**src/rtl/menu_pkg.sv**
```systemverilog
// Shared definitions for the menu sequencer: FSM states, screen-select codes and the
// PS/2 make codes the menu reacts to.
package menu_pkg;

  typedef enum logic [1:0] {MENU, CONFIRM, GAME, PAUSE} menu_state_e;

  localparam logic [1:0] SCR_MENU  = 2'd0;
  localparam logic [1:0] SCR_GAME  = 2'd1;
  localparam logic [1:0] SCR_PAUSE = 2'd2;
  localparam logic [1:0] SCR_BLANK = 2'd3;

  localparam logic [7:0] KEY_UP    = 8'h75;
  localparam logic [7:0] KEY_DOWN  = 8'h72;
  localparam logic [7:0] KEY_ENTER = 8'h5A;
  localparam logic [7:0] KEY_ESC   = 8'h76;

endpackage

```
**src/rtl/frame_tick.sv**
```systemverilog
// Registers vertical blanking and flags its first cycle as the frame tick.
module frame_tick (
  input  logic clk,
  input  logic rst,
  input  logic vblnk_in,
  output logic tick
);

  logic vblnk_q;

  always_ff @(posedge clk) begin
    if (rst) begin
      vblnk_q <= 1'b0;
    end else begin
      vblnk_q <= vblnk_in;
    end
  end

  assign tick = vblnk_in & ~vblnk_q;

endmodule

```
**src/rtl/menu_ctrl.sv**
```systemverilog
// Menu sequencer for the 800x600 VGA frontend; every visible change commits at vblank start.
// Define MENU_WRAP_EN to make Up/Down wrap around the item list instead of saturating.
module menu_ctrl
  import menu_pkg::*;
#(
  parameter int unsigned ITEMS          = 3,
  parameter int unsigned CONFIRM_FRAMES = 30,
  parameter int unsigned IDX_W          = 2
) (
  input  logic             clk,
  input  logic             rst,
  input  logic             vblnk_in,
  input  logic             key_valid,
  input  logic [7:0]       key_code,
  output logic             key_ready,
  output logic [IDX_W-1:0] sel_idx,
  output logic [1:0]       screen_sel,
  output logic             game_start,
  output logic             exit_req
);

  localparam int unsigned      CNT_W    = (CONFIRM_FRAMES > 1) ? $clog2(CONFIRM_FRAMES) : 1;
  localparam logic [IDX_W-1:0] LAST_IDX = IDX_W'(ITEMS - 1);
  localparam logic [CNT_W-1:0] CNT_LAST = CNT_W'(CONFIRM_FRAMES - 1);

  menu_state_e      state_q, state_d;
  logic [IDX_W-1:0] pending_q, pending_d, sel_d;
  logic [CNT_W-1:0] cnt_q, cnt_d;
  logic             key_vld_q;
  logic [7:0]       key_q;
  logic [1:0]       screen_d;
  logic             game_start_d, exit_req_d;
  logic             tick, key_take;

  frame_tick u_frame_tick (
    .clk      (clk),
    .rst      (rst),
    .vblnk_in (vblnk_in),
    .tick     (tick)
  );

  assign key_take = key_valid & key_ready;

  always_ff @(posedge clk) begin
    if (rst) begin
      state_q    <= MENU;
      pending_q  <= '0;
      cnt_q      <= '0;
      key_vld_q  <= 1'b0;
      key_q      <= '0;
      sel_idx    <= '0;
      screen_sel <= SCR_MENU;
      game_start <= 1'b0;
      exit_req   <= 1'b0;
    end else begin
      state_q    <= state_d;
      pending_q  <= pending_d;
      cnt_q      <= cnt_d;
      sel_idx    <= sel_d;
      screen_sel <= screen_d;
      game_start <= game_start_d;
      exit_req   <= exit_req_d;
      // key_ready is low while a key is latched, so a take and a commit never coincide
      if (key_take) begin
        key_vld_q <= 1'b1;
        key_q     <= key_code;
      end else if (tick) begin
        key_vld_q <= 1'b0;
      end
    end
  end

  always_comb begin
    state_d   = state_q;
    pending_d = pending_q;
    cnt_d     = cnt_q;
    if (tick) begin
      unique case (state_q)
        MENU: begin
          if (key_vld_q) begin
            case (key_q)
              KEY_UP: begin
`ifdef MENU_WRAP_EN
                pending_d = (pending_q == '0) ? LAST_IDX : pending_q - IDX_W'(1);
`else
                if (pending_q != '0) pending_d = pending_q - IDX_W'(1);
`endif
              end
              KEY_DOWN: begin
`ifdef MENU_WRAP_EN
                pending_d = (pending_q == LAST_IDX) ? '0 : pending_q + IDX_W'(1);
`else
                if (pending_q != LAST_IDX) pending_d = pending_q + IDX_W'(1);
`endif
              end
              KEY_ENTER: begin
                if (pending_q == '0) begin
                  state_d = CONFIRM;
                  cnt_d   = '0;
                end
              end
              default: ;
            endcase
          end
        end
        CONFIRM: begin
          if (cnt_q == CNT_LAST) state_d = GAME;
          else                   cnt_d   = cnt_q + CNT_W'(1);
        end
        GAME: begin
          if (key_vld_q && key_q == KEY_ESC) state_d = PAUSE;
        end
        PAUSE: begin
          if (key_vld_q && key_q == KEY_ESC) begin
            state_d = GAME;
          end else if (key_vld_q && key_q == KEY_ENTER) begin
            state_d   = MENU;
            pending_d = '0;
          end
        end
        default: state_d = MENU;
      endcase
    end
  end

  always_comb begin
    key_ready    = ~rst & ~key_vld_q & (state_q != CONFIRM);
    sel_d        = tick ? pending_d : sel_idx;
    game_start_d = tick & (state_q == CONFIRM) & (state_d == GAME);
    exit_req_d   = tick & (state_q == MENU) & key_vld_q & (key_q == KEY_ENTER) &
                   (pending_q == LAST_IDX);
    screen_d     = SCR_MENU;
    unique case (state_d)
      MENU:    screen_d = SCR_MENU;
      CONFIRM: screen_d = SCR_BLANK;
      GAME:    screen_d = SCR_GAME;
      PAUSE:   screen_d = SCR_PAUSE;
      default: screen_d = SCR_MENU;
    endcase
  end

endmodule

```
**config.mk**
```make
export PLATFORM = sky130hd
export DESIGN_NAME = menu_ctrl
export DESIGN_NICKNAME = d
export VERILOG_FILES = /design/src/rtl/menu_pkg.sv /design/src/rtl/frame_tick.sv /design/src/rtl/menu_ctrl.sv
export SDC_FILE = /design/constraint.sdc
export NUM_CORES = 1
export LEC_CHECK = 0
export ABC_AREA = 1
export CAP_MARGIN = 5
export CORE_MARGIN = 5
export CORE_UTILIZATION = 50
export CTS_BUF_LIST = sky130_fd_sc_hd__clkbuf_2
export CTS_CLUSTER_SIZE = 20
export DETAILED_ROUTE_END_ITERATION = 8
export GPL_ROUTABILITY_DRIVEN = 0
export PLACE_DENSITY = 0.73
export SYNTH_ARGS = -nofsm -noshare
export SYNTH_HDL_FRONTEND = slang
export SYNTH_SLANG_ARGS = --single-unit
```
**constraint.sdc**
```tcl
create_clock -name clk -period 3.34 [get_ports clk]
set_input_delay 0.334 -clock clk [delete_from_list [all_inputs] [get_ports clk]]
set_output_delay 0.334 -clock clk [all_outputs]
set_load 0.05 [all_outputs]
```
Word level (Yosys, flattened, before mapping)
Cells that the tools add are included.

storage, ports and cells
  input port bits = 12
  output and inout port bits = 7
  bits in registers = 25
  word-level logic and storage cells = 78

operators by class
  add/sub/neg operators = 3
  muxes and demuxes = 25
  equal/unequal tests = 18
  reduce and logical (&&, ||, !) cells = 9
  bitwise logic cells = 13

operators with widths
  kind                   number
  $eq A8 B7 Y1 const B   4
  $mux W2                14
  $mux W5                4
  $pmux W2 S4            2
  $and A1 B1 Y1          10
  $eq A2 B2 Y1 const B   5
  $ne A2 B2 Y1 const B   5
  $pmux W5 S2            1
  $pmux W2 S2            2
  $logic_not A2 Y1       3
  $reduce_and A6 Y1      1
  $reduce_bool A2 Y1     3
  $add A5 B1 Y5 const B  1
  $eq A5 B5 Y1 const B   1
  $eq A2 B1 Y1 const B   2
  $not A1 Y1             3
  $add A2 B1 Y2 const B  1
  $logic_and A1 B1 Y1    2
  $mux W1                2
  $ne A2 B1 Y1 const B   1
  $sub A2 B1 Y2 const B  1

Logic depth before layout (Yosys ltp)
  depth after elaboration = 8
  mapped depth = 13
  depth with buffers taken out = 13

Cells and area by module
From an unflattened synthesis, not the netlist that was laid out.

second synthesis, totals
  cells, all modules = 205
  area total of the unflattened synthesis = 1541.5 µm²

modules (own cells, without submodules)
  module      cells each  instances  area each (µm²)  sequential area each (µm²)
  menu_ctrl   201         1          1510.2           480.5
  frame_tick  4           1          31.3             20.0

Worst setup path after synthesis
Ideal clock, no wire load.

  path type = register to register
  start point = register state_q[1]
  end point = register key_q[7]
  library setup time = 0.119 ns
  period minus slack after synthesis = 2.216 ns
  arrival = 2.096 ns
  buffers on the path = 2
  path slack = 1.124 ns
  stages on the path, launching flop included = 9
  required time = 3.221 ns
  path through = dfxtp_1 -> inv_1 -> ha_1 -> buf_2 -> nor3_2 -> nand2_1 -> buf_2 -> o21ai_1 -> a21oi_1

on the way
  word-level cells in the longest chain between the ends = 3

ends and longest elaborated chain
  element                   RTL line          text
  start: declaration        menu_ctrl.sv:26   menu_state_e state_q, state_d;
  start signal: assignment  menu_ctrl.sv:56   state_q <= state_d;
  $ne A2 B1 Y1              menu_ctrl.sv:127  key_ready = ~rst & ~key_vld_q & (state_q != CONFIRM);
  $and A1 B1 Y1             menu_ctrl.sv:127
  named net key_ready       menu_ctrl.sv:15   output logic key_ready,
  $and A1 B1 Y1             menu_ctrl.sv:42   assign key_take = key_valid & key_ready;
  end signal: assignment    menu_ctrl.sv:66   key_q <= key_code;
  end: declaration          menu_ctrl.sv:30   logic [7:0] key_q;

The timed path passes the listed nets, and every way through them passes these cells.
A chain may end at the register's enable or synchronous reset.

Final worst setup path
  start point = register state_q[1]
  end point = output port key_ready

on the way
  word-level cells in the longest chain between the ends = 2

ends and longest elaborated chain
  element           RTL line
  $ne A2 B1 Y1      menu_ctrl.sv:127
  $and A1 B1 Y1     menu_ctrl.sv:127
  end: declaration  menu_ctrl.sv:15

Every way passes these cells.

==> impl_metrics.csv <==
group,metric,value,unit
critical_path,crit_path_max_fanout,8,
timing,fmax,390,MHz
synth,yosysUniqueCellTypes,27,
drt,route.vias.total,1331,
synth,ys_ff_latch,25,
critical_path,worstPathCellList,"inv_1 > ha_1 > nor3_2 > clkdlybuf4s50_1",
critical_path,end_kind,"primary output",
status,status,"completed",
drt,first_pass_iters,4,
min_path,hold_path_class,"reg2reg",
flow_run,drv_cap,0,
global_route,antenna_found_initial,0,
timing,slew_violations,0,
timing,fin_setup_tns,0,ns
pwr,combPwrFrac,14.2,%
synth,ys.flop_type,"dfxtp_1",
timing,hold_viol,0,
synth,yosysWarnings,0,
critical_path,r2r_slack,1.33,ns
clock_network,clkSinkCount,25,
timing,fin_crit_sh,76.8,%
clock_network,cts_resized,0,
floorplan,dieArea,4180,µm²
drt,wl,2.91,mm
cells_and_area,antenna-diode-count,0,
synth,synth_top_family_by_area,"simple AND/OR/NAND/NOR gates",
cells_and_area,area_delta_synth_final,14.3,%
timing,worst_pin_slew,0.505,ns
synth,synth_top_area_share,33.5,%
synth,synth.area.top_cells,"dfxtp_1 (33%), ha_1 (12%), nand2_1 (10%)",
timing,rsz0062_at_grt,"no",
synth,synthTopCellsByCount,"nand2_1 (40), dfxtp_1 (25), nor2_1 (25)",
pwr,total_power,0.000505,W
clock_network,hold_buffers,0,
floorplan,start_util,53.3,%
pwr,powerDensity,296,nW/µm²
pwr,p_int,0.000370,W
floorplan,rows,19,
pwr,seq_power_share,63.0,%
pwr,power.share.clock,22.8,%
synth,synthMuxAreaShare,0,%
pwr,ir_drop,0.000170,V
cells_and_area,drive_gt1_share,8.44,%
critical_path,crit_type,"reg2out",
synth,syn_inst,208,
floorplan,num_io_pins,19,
pwr,p_leak,0.712,nW
synth,yosysMostFrequentCell,"nand2_1",
floorplan,core_region_area,2810,µm²
drt,viasPerCell,5.20,
timing,finClkSkew,0.00411,ns
synth,synth_edf_count,0,
cells_and_area,fin_nets,252,
critical_path,cp_slowest_cell,"clkdlybuf4s50_1",
pwr,p_sw_share,26.7,%
critical_path,arrival,2.23,ns
critical_path,cp-start-kind,"register",
timing,max-slew-margin-rel,66.2,%
place,hpwl,2.34,mm
clock_network,path_clk_slew,0.22,ns
synth,synthAdderAreaFrac,11.7,%
synth,synth.net_count,234,
global_route,grtUsageTotal,15.1,%
synth,synth_area_leader_cell,"dfxtp_1",
place,dp_slack,1.08,ns
clock_network,cts_root_buf,"clkbuf_2",
global_route,grt.overflow.total,0,
place,portBuffers,18,
clock_network,cts_tree,"yes",
global_route,grt_max_degree,18,
drt,wl_per_cell,11.4,µm
timing,layout_setup_ws,0.773,ns
critical_path,slowest_delay,0.83,ns
drt,drt_iter0_drc,60,
pwr,power_switching,0.000135,W
drt,ant_nets,0,
timing,setup_violations,0,
synth,async_reset_ff_share,0,%
clock_network,worstSkewPairLatency,0.32,ns
synth,synth_xor_area_share,1.76,%
synth,syn_area_per_cell,7.19,µm²
clock_network,cts-htree-levels,1,
global_route,grt_first_pass_wirelength,5.22,mm
floorplan,fp.dieW,64.7,µm
synth,synth_compound_area_share,11.6,%
clock_network,numCtsBuffers,3,
drt,drc,0,
clock_network,ctsLongestPathBuffers,2,
global_route,grt_pass1_vias,1283,
critical_path,cp.required,3.01,ns
synth,synth_simple_gate_area_share,32.0,%
synth,synth_area,1500,µm²
floorplan,die_y,64.7,µm
clock_network,postCtsSetupBuffers,0,
synth,seq_area_frac_synth,33.5,%
timing,fin_crit,2.57,ns
## cell families after synthesis
logic type                 count (synthesis)
xor gates and xnor gates                   3
buffers and inverters                     35
AOI/OAI and AO/OA                         30
DFF                                       25
and+or+nand+nor                          101
adders and majority gates                 14
## power groups by stage
stage	sequential [W]	combinational, W	clock, W
2_1_floorplan	0.000325	0.0000462	0
3_3_place_gp	0.000323	0.0000711	0
3_5_place_dp	0.000324	0.0000721	0
4_1_cts	0.000318	0.0000724	0.000120
5_1_grt	0.000320	0.0000805	0.000131
6_report	0.000318	0.0000718	0.000115
## registers in the layout, summed over array words and instances, names as in the netlist
signal                flops
key_vld_q                 1
cnt_q                     5
game_start                1
u_frame_tick.vblnk_q      1
sel_idx                   2
exit_req                  1
state_q                   2
pending_q                 2
key_q                     8
screen_sel                2
## cells in the final DEF, fill, tap and decap left out
master	instances
a211oi_1	1
a21oi_1	15
a21oi_2	2
buf_4	1
clkbuf_2	4
clkdlybuf4s50_1	18
dfxtp_1	25
ha_1	14
inv_1	24
inv_2	5
nand2_1	40
nand3_1	16
nand3_4	1
nand3b_1	1
nand4_1	10
nor2_1	25
nor2_2	1
nor2_4	3
nor3_1	2
nor3_2	1
o21ai_0	7
o21ai_1	3
o21ai_4	1
o31ai_1	1
or2_0	1
xnor2_1	1
xor2_1	2
## metrics by stage
stage	util (%)	hold slack, ns	area, µm²	instances
final	60.9	0.491	1710	256
after global routing	60.9	0.524	1710	256
after CTS	60.9	0.494	1710	256
after detailed placement	60.2	0.468	1690	252
after global placement	60.2	0.456	1690	252
after floorplan	-	0.445	1500	208
## critical path: cells and delay by family, from the launching register on
kind	cells	cell delay [ns]
buffers and inverters	2	0.93
DFF	1	0.46
adders and majority gates	1	0.30
and+or+nand+nor	1	0.22
## per-layer routing
metal / part of all wire [%] / global-route usage (%)
met4: 0.62 / 4.22
met5: 0 / 0
met3: 1.4 / 2.25
met2: 51 / 27.7
met1: 47 / 18.2
## cell type report
class,instances,area (µm²)
flip-flops and latches,25,500
multi-input cells,148,853
fillers,256,1100
repair buffers,19,188
well taps,31,38.8
inverters,29,109
clock buffers,4,20.0
## path summary, 6_finish.rpt
kind / cells after the start / endpoint / start
max: 4 / key_ready / state_q[1]$_SDFF_PP0_
min: 2 / key_q[6]$_SDFFE_PP0P_ / key_q[6]$_SDFFE_PP0P_
max reg2reg: 10 / screen_sel[0]$_SDFF_PP0_ / state_q[1]$_SDFF_PP0_
min reg2reg: 2 / key_q[6]$_SDFFE_PP0P_ / key_q[6]$_SDFFE_PP0P_
Power figures use the tool's default switching activity.
